--- src/rtl/counter_min_hr.sv ---
`default_nettype none
// ============================================================================
// Module   : counter_min_hr
// Brief    : BCD minute/hour timekeeper advanced by seconds-counter wrap,
//            with time-set mode and optional 12-hour AM/PM display.
// Revision : 1.0 - initial release
// ============================================================================
module counter_min_hr #(
    parameter int HOUR_24 = 1
) (
    input  logic       clk_in,
    input  logic       reset_in,
    input  logic [7:0] sec_count_in,
    input  logic       set_mode_in,
    input  logic       inc_min_in,
    input  logic       inc_hr_in,
    output logic [7:0] min_out,
    output logic [7:0] hr_out,
    output logic       pm_out,
    output logic       hr_tick_out,
    output logic       day_wrap_out
);

    localparam logic [7:0] C_HR_RESET = (HOUR_24 != 0) ? 8'h00 : 8'h12;
    localparam logic [7:0] C_HR_LAST  = (HOUR_24 != 0) ? 8'h23 : 8'h12;
    localparam logic [7:0] C_HR_FIRST = (HOUR_24 != 0) ? 8'h00 : 8'h01;

    logic [7:0] r_prev_sec;
    logic       w_wrap;
    logic [7:0] w_min_nxt;
    logic       w_min_roll;
    logic [7:0] w_hr_nxt;
    logic       w_pm_flip;
    logic       w_day_end;

    function automatic logic [7:0] f_bcd_inc(input logic [7:0] v);
        if (v[3:0] == 4'd9)
            return {v[7:4] + 4'd1, 4'd0};
        return {v[7:4], v[3:0] + 4'd1};
    endfunction

    // Only the exact 59 -> 00 transition counts; glitches and non-BCD values are ignored.
    assign w_wrap     = (r_prev_sec == 8'h59) && (sec_count_in == 8'h00);
    assign w_min_roll = (min_out == 8'h59);
    assign w_min_nxt  = w_min_roll ? 8'h00 : f_bcd_inc(min_out);
    assign w_hr_nxt   = (hr_out == C_HR_LAST) ? C_HR_FIRST : f_bcd_inc(hr_out);
    assign w_pm_flip  = (HOUR_24 == 0) && (hr_out == 8'h11);
    assign w_day_end  = (HOUR_24 != 0) ? (hr_out == 8'h23) : ((hr_out == 8'h11) && pm_out);

    always_ff @(posedge clk_in or posedge reset_in) begin
        if (reset_in) begin
            r_prev_sec   <= 8'h00;
            min_out      <= 8'h00;
            hr_out       <= C_HR_RESET;
            pm_out       <= 1'b0;
            hr_tick_out  <= 1'b0;
            day_wrap_out <= 1'b0;
        end else begin
            r_prev_sec   <= sec_count_in;
            hr_tick_out  <= 1'b0;
            day_wrap_out <= 1'b0;
            if (set_mode_in) begin
                // Manual set: minutes wrap without carrying, and wraps are dropped.
                if (inc_min_in)
                    min_out <= w_min_nxt;
                if (inc_hr_in) begin
                    hr_out <= w_hr_nxt;
                    if (w_pm_flip)
                        pm_out <= ~pm_out;
                end
            end else if (w_wrap) begin
                min_out <= w_min_nxt;
                if (w_min_roll) begin
                    hr_out       <= w_hr_nxt;
                    hr_tick_out  <= 1'b1;
                    day_wrap_out <= w_day_end;
                    if (w_pm_flip)
                        pm_out <= ~pm_out;
                end
            end
        end
    end

endmodule
`default_nettype wire

--- config.mk ---
export PLATFORM = sky130hd
export DESIGN_NAME = counter_min_hr
export DESIGN_NICKNAME = d
export VERILOG_FILES = /design/src/rtl/counter_min_hr.sv
export SDC_FILE = /design/constraint.sdc
export NUM_CORES = 1
export LEC_CHECK = 0
export CAP_MARGIN = 20
export CORE_ASPECT_RATIO = 0.6
export CORE_UTILIZATION = 43
export DETAILED_ROUTE_END_ITERATION = 12
export PLACE_DENSITY = 0.77
export SLEW_MARGIN = 10
export SYNTH_ARGS = -nofsm -noshare
export SYNTH_HDL_FRONTEND = slang
export SYNTH_SLANG_ARGS = --single-unit
export TNS_END_PERCENT = 20
--- constraint.sdc ---
create_clock -name clk_in -period 1.8 [get_ports clk_in]
set_input_delay 0.36 -clock clk_in [delete_from_list [all_inputs] [get_ports clk_in]]
set_output_delay 0.36 -clock clk_in [all_outputs]
set_load 0.02 [all_outputs]
==> reports/metrics.cfg <==
[run_status]
status=finished with violations
violations=setup timing

[floorplanning]
die_area_um2=3209
die_w_um=72.47
coreArea_um2=2663
ioPinCount=32
die_y_um=44.28
initial_core_util_pct=48.12
rows=14

[sta]
hold_viol=0
fin_skew_ps=2.190
rsz0062_at_grt=yes
drv_slew=0
layout_min_cycle_time_ps=1844
timing.final.crit_share_pct=102.5
fmax_ghz=0.5422
fin_ws_ps=-44.34
setup_viol=5

[routing]
ant_nets=0
drt-total-wl_mm=3.023
drt-initial-drc-count=54
wl_per_cell_um=14.46
first_pass_iters=4
via_count=1029
drc=0
viasPerCell=4.923

[power_and_ir_drop]
total_power_uw=2605
intPower_uw=1606
p_clk_share_pct=14.3
p_leak_uw=0.0008939
ir_drop_uv=610.9
pwr_density_cell_nw_per_um2=1348
swShare_pct=38.36
p_switching_uw=999.2
seq_power_share_pct=35.4
combPwrFrac_pct=50.3

[placement]
place_hpwl_mm=2.204
io_buffers=30
place_area_um2=1750
gp_congestion=0.8223

[synth]
seq_area_frac_synth_pct=50.78
yosys-top-cells-area=dfrtp_1 (51%), ha_1 (7.8%), o21ai_0 (3.5%)
syn_inst=115
synth_cell_types=38
synth_top_area_share_pct=50.78
async_flop_share_pct=100.0
synth_flop_cell=dfrtp_1
synth_enable_flop_cells=0
syn_nets=136
syn_avg_cell_area_um2=11.14
yosysTopAreaCell=dfrtp_1
synthesis.area_um2=1281
synth_warnings=0
ys_ff_latch=26

[global_route]
grt.total_usage_pct=21.04
grt_pass1_vias=1024
grt_overflow=0
grt_max_degree=27
antenna_found_initial=0
grt_pass1_wl_mm=4.954

[clock_tree]
clockBufferDepth=2
cts_made_buffers=3
cts_hold_buf=0
path_clk_slew_ps=80
cts.htree.levels=1
clock_latency_ps=270
cts_sinks=26
clockRootBuffer=clkbuf_8
cts_tree=done

[critical_path]
reg2reg_from=min_out[1]
critPathArrivalTime_ps=2010
r2r_end=hr_out[4]
critPathKind=register to register
r2r_slack_ps=-40
rr_worst_depth=7
cp-end-kind=register
crit_fanout=6
critPathLaunchType=register
required_ps=1960

[finish]
finalInstanceArea_um2=1933
drive_gt1_share_pct=33.73
syn_to_final_growth_pct=50.88
num_antenna_cells=0
num-fill-cells=192
nets=191
fin_util_pct=72.60

[min_path]
hold_class=input pin to async pin

[job]
cap_violations=0

registers in the layout (all words and copies together) (netlist names):
| signal | flops |
|---|---|
| r_prev_sec | 8 |
| hr_out | 8 |
| min_out | 8 |
| hr_tick_out | 1 |
| day_wrap_out | 1 |
synth_stat cells, drive strengths merged (2+ instances only):
library cell  count
dfrtp            26
nor4              3
mux2              3
nand4             2
nand3             8
nand3b            2
and3b             2
xor2              2
o21ai             9
inv               7
nor3b             2
nor3              4
nor4b             3
nor2              7
o31ai             2
a21o              2
nand2             8
ha                8
buf               3
per-stage QoR:
stage          hold WS [ps]  setup TNS [ps]  setup slack (ps)  cells
5_1_grt               475.4          -817.3            -108.3    209
2_1_floorplan         391.4          -33.40            -17.76    115
4_1_cts               464.5          -50.34            -42.42    207
3_5_place_dp          482.7           -4977            -412.7    201
3_3_place_gp          483.1           -4046            -344.0    201
6_report              445.9          -114.8            -44.34    209
power groups by stage:
stage / Combinational (uW) / Clock (uW) / Sequential [uW]
after floorplan: 405 / 0 / 1120
after CTS: 1250 / 381 / 910
final: 1310 / 371 / 923
after global placement: 1160 / 0 / 900
after global routing: 1430 / 413 / 948
after detailed placement: 1190 / 0 / 913
cell type report:
cell class	instances	area (um^2)	area share, %
tap	40	50.05	2.589
clock buffer	4	55.05	2.848
timing repair buffer	53	485.5	25.11
multi-input combinational	79	663.1	34.30
inverter	7	26.28	1.359
sequential	26	653.1	33.79
per-layer routing:
layer  global-route usage [%]  part of all wire [%]  vias to the layer above
met1                    27.79                    46                      493
met5                        0                     0                        -
li1                         -                     -                      516
met4                    4.706                  0.36                        0
met2                    35.51                    51                       18
met3                    5.467                   3.0                        2
worst max path at each step:
stage | depth (start not counted) | end | start
global route | 7 | hr_out[4] | min_out[1]
floorplan | 9 | hr_out[7] | min_out[1]
detailed placement | 6 | min_out[3] | sec_count_in[1]
finish | 7 | hr_out[4] | min_out[1]
global placement | 6 | hr_out[4] | sec_count_in[1]
CTS | 7 | hr_out[2] | min_out[1]
worst max-delay path, stage by stage, from the launching register on:
cell	delay, ps
dfrtp_2	420
inv_2	80
ha_4	130
and3b_2	210
nand2_2	70
o31a_1	400
nand2b_4	180
mux2_2	260
kinds of logic after synthesis:
logic type	count (synthesis)	share of synthesized area, %
DFF	26	50.78
and+or+nand+nor	47	23.44
muxes	3	2.637
xor gates and xnor gates	2	1.367
buffers and inverters	10	4.102
AOI/OAI and AO/OA	18	9.570
other	1	0.2927
adders and majority gates	8	7.813
timing repair:
action / 4_1_cts / 5_1_grt
endpoints found under the setup margin: 10 / 14
gates resized for setup: 16 / 15
buffers inserted: 2 / 2
pin swaps: 12 / 7
endpoints found under the hold margin: 0 / 0
cells in the final DEF, fill, tap and decap left out, types with 2 or more instances in the layout:
master           netlist  routed
inv_1                  7       5
dlygate4sd2_1          0       4
clkbuf_8               0       4
dfrtp_1               26      24
nor3_1                 3       2
xor2_1                 2       2
nor2_1                 7       5
nand3b_1               2       2
buf_6                  1       2
nor4_1                 2       2
ha_1                   8       6
o31ai_1                2       2
o21ai_0                9       8
nand2_1                8       7
dfrtp_2                0       2
buf_4                  2      21
nor2_2                 0       2
nor4b_1                2       2
mux2_2                 3       3
nand3_1                8       6
clkdlybuf4s50_1        0      22
dlymetal6s2s_1         0       4
inv_2                  0       2
nor3_4                 1       2
nand3_2                0       2
nor3b_2                1       2
Power figures use the tool's default switching activity.
